## src/rtl/store_monitor.sv

```systemverilog
// rtl/store_monitor.sv - sticky pass/fail monitor on the core's data-memory store bus
//
// Watches every store committed by the single-cycle core and reaches a
// sticky verdict: PASS when the program writes PASS_DATA to PASS_ADDR,
// FAIL on a store anywhere other than PASS_ADDR/ALLOW_ADDR, on wrong data
// at PASS_ADDR, or when TIMEOUT cycles elapse without a verdict.
//
// Ports:
//   clk          system clock, rising edge
//   reset        asynchronous active-low reset
//   clear        synchronous restart into RUN with all counters zeroed
//   memwrite     store strobe from the core
//   dataadr      store address
//   writedata    store data
//   done         verdict reached (pass | fail)
//   pass         program signalled success
//   fail         program failed; reason in fail_code
//   fail_code    0 none, 1 illegal address, 2 wrong data, 3 timeout
//   store_count  stores seen in RUN, saturating
//   cycle_count  cycles spent in RUN, never above TIMEOUT
//   last_addr    address of the latest store seen in RUN
//   last_data    data of the latest store seen in RUN

module store_monitor #(
  parameter int          WIDTH      = 32,
  parameter int unsigned PASS_ADDR  = 84,
  parameter int unsigned PASS_DATA  = 7,
  parameter int unsigned ALLOW_ADDR = 80,
  parameter int unsigned TIMEOUT    = 1000
) (
  input  logic             clk,
  input  logic             reset,
  input  logic             clear,
  input  logic             memwrite,
  input  logic [WIDTH-1:0] dataadr,
  input  logic [WIDTH-1:0] writedata,
  output logic             done,
  output logic             pass,
  output logic             fail,
  output logic [1:0]       fail_code,
  output logic [15:0]      store_count,
  output logic [15:0]      cycle_count,
  output logic [WIDTH-1:0] last_addr,
  output logic [WIDTH-1:0] last_data
);

  typedef enum logic [1:0] {
    S_RUN  = 2'd0,
    S_PASS = 2'd1,
    S_FAIL = 2'd2
  } state_t;

  localparam logic [WIDTH-1:0] PASS_A  = WIDTH'(PASS_ADDR);
  localparam logic [WIDTH-1:0] PASS_D  = WIDTH'(PASS_DATA);
  localparam logic [WIDTH-1:0] ALLOW_A = WIDTH'(ALLOW_ADDR);
  localparam logic [15:0]      TO_LAST = 16'(TIMEOUT - 1);

  state_t           state_q, state_d;
  logic [1:0]       code_d;
  logic [15:0]      sc_d, cc_d;
  logic [WIDTH-1:0] la_d, ld_d;
  logic             at_pass, at_allow;

  assign at_pass  = (dataadr == PASS_A);
  assign at_allow = (dataadr == ALLOW_A);

  always_comb begin
    state_d = state_q;
    code_d  = fail_code;
    sc_d    = store_count;
    cc_d    = cycle_count;
    la_d    = last_addr;
    ld_d    = last_data;
    if (clear) begin
      // Restart wins over any store on the same edge; that store is dropped.
      state_d = S_RUN;
      code_d  = 2'd0;
      sc_d    = '0;
      cc_d    = '0;
      la_d    = '0;
      ld_d    = '0;
    end else if (state_q == S_RUN) begin
      cc_d = cycle_count + 16'd1;
      if (memwrite) begin
        // The deciding store is recorded too, so last_* shows what ended the run.
        if (store_count != 16'hFFFF) sc_d = store_count + 16'd1;
        la_d = dataadr;
        ld_d = writedata;
      end
      // Decisive stores outrank the timeout; an allowed store does not.
      if (memwrite && at_pass && writedata == PASS_D) begin
        state_d = S_PASS;
      end else if (memwrite && at_pass) begin
        state_d = S_FAIL;
        code_d  = 2'd2;
      end else if (memwrite && !at_allow) begin
        state_d = S_FAIL;
        code_d  = 2'd1;
      end else if (cycle_count == TO_LAST) begin
        state_d = S_FAIL;
        code_d  = 2'd3;
      end
    end
  end

  // Verdict flags are registered from the next state so they share the
  // state register's timing and are never high together.
  always_ff @(posedge clk or negedge reset) begin
    if (!reset) begin
      state_q     <= S_RUN;
      done        <= 1'b0;
      pass        <= 1'b0;
      fail        <= 1'b0;
      fail_code   <= 2'd0;
      store_count <= '0;
      cycle_count <= '0;
      last_addr   <= '0;
      last_data   <= '0;
    end else begin
      state_q     <= state_d;
      done        <= (state_d != S_RUN);
      pass        <= (state_d == S_PASS);
      fail        <= (state_d == S_FAIL);
      fail_code   <= code_d;
      store_count <= sc_d;
      cycle_count <= cc_d;
      last_addr   <= la_d;
      last_data   <= ld_d;
    end
  end

endmodule

```

## config.mk

```make
export PLATFORM = sky130hd
export DESIGN_NAME = store_monitor
export DESIGN_NICKNAME = d
export VERILOG_FILES = /design/src/rtl/store_monitor.sv
export SDC_FILE = /design/constraint.sdc
export NUM_CORES = 1
export LEC_CHECK = 0
export CAP_MARGIN = 0
export CORE_UTILIZATION = 30
export DETAILED_ROUTE_END_ITERATION = 6
export GPL_ROUTABILITY_DRIVEN = 0
export PLACE_DENSITY = 0.64
export SLEW_MARGIN = 20
export SYNTH_ARGS = -nofsm -noshare
export SYNTH_HDL_FRONTEND = slang
export SYNTH_SLANG_ARGS = --single-unit
```

## constraint.sdc

```tcl
create_clock -name clk -period 1.64 [get_ports clk]
set_input_delay 0.41 -clock clk [delete_from_list [all_inputs] [get_ports clk]]
set_output_delay 0.41 -clock clk [all_outputs]
set_load 0.05 [all_outputs]
```

Word level (Yosys, flattened, before mapping) --
Index checks and enable logic that the tools add are counted.
Storage, ports and cells: register bits after elaboration 103, input port bits 68, logic and storage cells 56
Cells by class: add/subtract/negate cells 2, equal/unequal tests 8, muxes and demuxes 24, reduce and logical (&&, ||, !) cells 13
Operators by type and width (number):
- two-way mux 32 bit | 6
- two-way mux 16 bit | 6
- == test 32 x 7 -> 1 bit, second input constant | 2
- adder 16 x 1 -> 16 bit, second input constant | 2
- == test 32 x 3 -> 1 bit, second input constant | 1
- two-way mux 2 bit | 12
- == test 16 x 10 -> 1 bit, second input constant | 1
- != test 16 bit, second input constant | 1
- nonzero test 2 bit | 4
- AND reduction 3 bit | 2
- nonzero test 4 bit | 1
- logical AND 1 bit | 3
- == test 2 x 1 -> 1 bit, second input constant | 1
- == test 2 bit, second input constant | 1
- logical NOT 2 bit | 1
- != test 2 bit, second input constant | 1
- AND reduction 2 bit | 1
- logical NOT 1 bit | 1

Depth between registers and ports, before layout --
Gate-level depths: netlist (run 1).
depth in word-level cells 9, depth in mapped cells 7, mapped depth without buffers 6

Worst setup path before layout (run 1) --
Ideal clock, no wire load.
path type flip-flop to flip-flop, start register store_count[0], end register store_count[7], library setup time 0.132 ns, arrival time 1.947 ns, setup slack -0.439 ns, cell stages (with the launch flop) 8, path buffers 1, clock period less this slack 2.079 ns, path through dfrtp_1 > ha_1 > nand2_1 > nor3_1 > clkbuf_1 > a211oi_1 > xnor2_1 > nor2_1
On the way: longest elaborated chain between the ends 5, elaborated cells between the ends (all ways) 8, classes of those cells add/sub (1); eq/ne (1); mux (4); reduce/logical (2)
RTL lines:
- start, declared | RTL line 41 | output logic [15:0] store_count,
- start signal, assigned | RTL line 115 | store_count <= '0;
- start signal, assigned | RTL line 125 | store_count <= sc_d;
- adder 16 x 1 -> 16 bit | RTL line 86 | if (store_count != 16'hFFFF) sc_d = store_count + 16'd1;
- two-way mux 16 bit | RTL line 86
- two-way mux 16 bit | RTL line 84 | if (memwrite) begin
- two-way mux 16 bit | RTL line 82 | end else if (state_q == S_RUN) begin
- two-way mux 16 bit | RTL line 74 | if (clear) begin
Several ways; a longest one is shown, not always the timed one. The select of a mux whose other input is x is not followed. A chain may end at the register's enable or synchronous reset.

Worst setup path after layout (run 1) --
start register cycle_count[14], end register fail_code[1]
On the way: longest elaborated chain between the ends 3
RTL lines:
- start, declared | RTL line 42 | output logic [15:0] cycle_count,
- start signal, assigned | RTL line 116 | cycle_count <= '0;
- start signal, assigned | RTL line 126 | cycle_count <= cc_d;
- == test 16 x 10 -> 1 bit | RTL line 99 | end else if (cycle_count == TO_LAST) begin
- nonzero test 4 bit (no source line)
- AND reduction 3 bit (no source line)
- end signal, assigned | RTL line 124 | fail_code <= code_d;
- end, declared | RTL line 40 | output logic [1:0] fail_code,
Every way passes these cells.

==> run metrics, run 1 <==
status=complete, but fails checks; failing checks=setup timing; share of cells above drive strength 1=around two fifths; Mean Syn Cell Area=9.04 um2; Internal Pwr Total=4.85 mW; Ports=between 150 and 200; synth unique cells=between 40 and 50; Worst Path Required=1.88 ns; CTS tree=done; port bufs=between 150 and 200; setup ws final=-0.118 ns; sequential area share after synthesis=54.4%; total CTS buffers=9; Initial Util=a little under a third; worst setup path start=cycle_count[14]$_DFFE_PN0P_; post-synth top area share=54.4%; Async S/R FF share, synth=100%; clock buffer depth=2; final core utilization=59.0%; Leakage=3.88 nW; WL final=roughly 15 mm; normalized max-slew margin=64.1%; Die Ht=approximately 130 um; clock tree sinks=just over 100; Tmin final=~1.8 ns; first-pass GRT wire length=24.3 mm; Synth Flop Type=dfrtp_1; Tot Pwr=6.70 mW; Net Sw Power=1.85 mW; Synth-to-Final Area Change=90.9%; crit path DAT=2.00 ns; ANT nets after route=0; R2R Path Start=cycle_count[14]$_DFFE_PN0P_; Setup CP Type=reg -> reg; Largest stage delay, worst path=0.40 ns; pwr/cell area=roughly 740 mW/mm2; period utilization=107%; CP Launch Type=flop; RSZ-0062 raised after global routing=true; Placement Cell Area=0.00834 mm2; area leader, netlist=dfrtp_1; largest net degree at the start of global routing=52; Initial DRT Pass Iterations=4; proportion of power drawn by combinational gates=22.9%; Post-synth EDFFs=0; WL/cell=15.5 um; die area=between 0.015 and 0.02 mm2; Max Fclk=0.569 GHz; initial antenna violation count=0; clock share of power=35.8%; diode count=0; Worst Tran Pin Value=about 0.54 ns; Crit Path Max Fanout=4; Net Count, Synth=594; Core ar.=0.0153 mm2; total global-route track usage=approximately a fifth; Final Max Slew Viols=0; DRC viols=0; crit-path cells=nor4_4 > nand4_1 > buf_4 > a211o_2 > a211o_1 > o311ai_1; Root Driver=clkbuf_16; Worst Clk Skew=between 0.007 and 0.008 ns; Reg power frac=41.2%; switching share of power=27.6%; Iter 0 DRT Violations=272; fillers=1320; final hold violations=0; Clock transition at path regs=0.06 ns; Vias=4809; Hold Path Class=in -> reg; final setup fails=4; Crit-path slowest cell=dfrtp_1; placed cell count=959; vias in the first global route=approximately 4900; final instance area=0.00904 mm2; min-delay src=dataadr[7]; ranking of synthesized cells by area=dfrtp_1, nand2_1, a21oi_1, xnor2_1, nor2_1; Clock Latency Late Sink=0.35 ns; non-filler instance count after layout=around 990; H-tree depth=3; Via density=4.87; nets@finish=841; total gr overflow=0; die width=128 um; Mapped Area=between 0.004 and 0.005 mm2; row count=45; Ys Warns=0; critical path capture point type=flop; Worst IR Drop VDD=0.000777 V; flops & latches, synth=103; dpl hpwl=about 11 mm; Post-Syn Instances=roughly 520; Max Cap Viol=0
[cells in the final DEF (no fill, tap or decap), drive strengths merged, types with 3 or more instances in the layout]
| cell type | netlist | layout |
|---|---|---|
| nor3 | 10 | 10 |
| nand4 | 15 | 15 |
| clkdlybuf4s50 | 0 | 11 |
| xnor2 | 19 | 19 |
| a21oi | 79 | 79 |
| nand2 | 145 | 145 |
| a211oi | 5 | 5 |
| nand3 | 10 | 10 |
| buf | 12 | 200 |
| inv | 8 | 8 |
| dlymetal6s2s | 0 | 7 |
| and4 | 3 | 3 |
| o21ai | 7 | 7 |
| nor4 | 19 | 19 |
| xor2 | 6 | 6 |
| nor2 | 34 | 34 |
| dfrtp | 103 | 103 |
| clkbuf | 18 | 12 |
| dlygate4sd2 | 0 | 47 |
| bufinv | 0 | 3 |
[repair_timing]
action | CTS | global route
gates resized for setup | 71 | 45
pin swaps | 30 | 23
endpoints found under the hold margin | 22 | 0
setup endpoints to repair | 53 | 69
hold buffers | 1 | 0
buffers inserted | 4 | 7
[cells in the mapped netlist (2+ instances only)]
master,count
and3_1,2
ha_1,2
o21ai_0,7
a31oi_1,2
and4b_1,2
nor3_1,9
a211oi_1,4
inv_1,8
nand3_1,10
a21oi_1,79
dfrtp_1,103
nor2_1,33
xnor2_1,19
buf_2,7
nand4_1,15
xor2_1,6
nand2_1,145
buf_6,2
and4_1,3
a31o_2,2
buf_1,3
nor4_1,19
nor2b_1,2
clkbuf_1,18
[power by group through the flow]
stage	registers, mW	clock network [mW]	logic, mW
after floorplan	3.12	0	0.288
after global routing	2.78	2.56	1.63
after detailed placement	2.82	0	1.54
final	2.76	2.40	1.54
after CTS	2.77	2.48	1.52
after global placement	2.81	0	1.52
[flip-flops by register name, indices dropped and copies added, names as in the netlist]
| register | count |
|---|---|
| last_addr | 32 |
| done | 1 |
| store_count | 16 |
| pass | 1 |
| fail_code | 2 |
| fail | 1 |
| last_data | 32 |
| cycle_count | 16 |
| state_q | 2 |
[cell type report]
type	count	area [um2]	share of cell area (%)
clock buffer	12	236	2.62
clock inverter	4	95.1	1.05
inverter	8	30.0	0.332
multi-input combinational	383	2310	25.6
sequential	103	2610	28.9
tap	211	264	2.92
timing repair buffer	266	3490	38.6
[worst max-delay path: cells and delay by family (launching register included)]
kind / cells / cell delay, ns
AO/OA/AOI/OAI: 3 / 0.63
AND/OR/NAND/NOR: 2 / 0.44
flip-flops: 1 / 0.40
buffers and inverters: 1 / 0.18
[final timing paths]
path	to	slack (ns)	cells past startpoint
worst max-delay path	fail_code[1]$_DFFE_PN0P_	-0.12	6
worst min-delay path	last_addr[7]$_DFFE_PN0P_	0.35	3
worst max register to register	fail_code[1]$_DFFE_PN0P_	-0.12	6
worst min register to register	last_data[29]$_DFFE_PN0P_	0.57	2
max in group asynchronous	last_addr[30]$_DFFE_PN0P_	0.54	3
min in group asynchronous	store_count[12]$_DFFE_PN0P_	0.52	2
[cells by family (layout without fill, tap and decap cells)]
family	Yosys count	in the layout	share of synthesized area [%]
fa+ha+maj	2	2	0.528
flops	103	103	54.4
compound gates	104	104	12.4
buf+inv	38	290	3.51
simple gates	252	252	24.4
xor+xnor	25	25	4.62
[per-layer routing]
metal / track usage (%) / wire [um] / up-vias
met1: 22.2 / 5970 / 2344
met5: 0 / 0 / -
met4: 7.34 / 388 / 0
met2: 32.4 / 7890 / 155
li1: - / - / 2284
met3: 6.83 / 1090 / 26
[per-stage QoR]
step / TNS, ns / hold slack, ns / setup slack, ns
finish: -0.203 / 0.348 / -0.118
global route: -0.769 / 0.351 / -0.191
CTS: -0.0768 / 0.354 / -0.0768
detailed placement: -34.31 / 0.352 / -0.705
global placement: -32.26 / 0.350 / -0.648
floorplan: -0.232 / 0.114 / -0.132
(Power assumes the default switching activity.)
==> inputs of run 2 (changes only) <==
- CAP_MARGIN: 0 -> 10
==> results of run 2 <==
The final DEF is identical to that of run 1; final timing and power are the same.
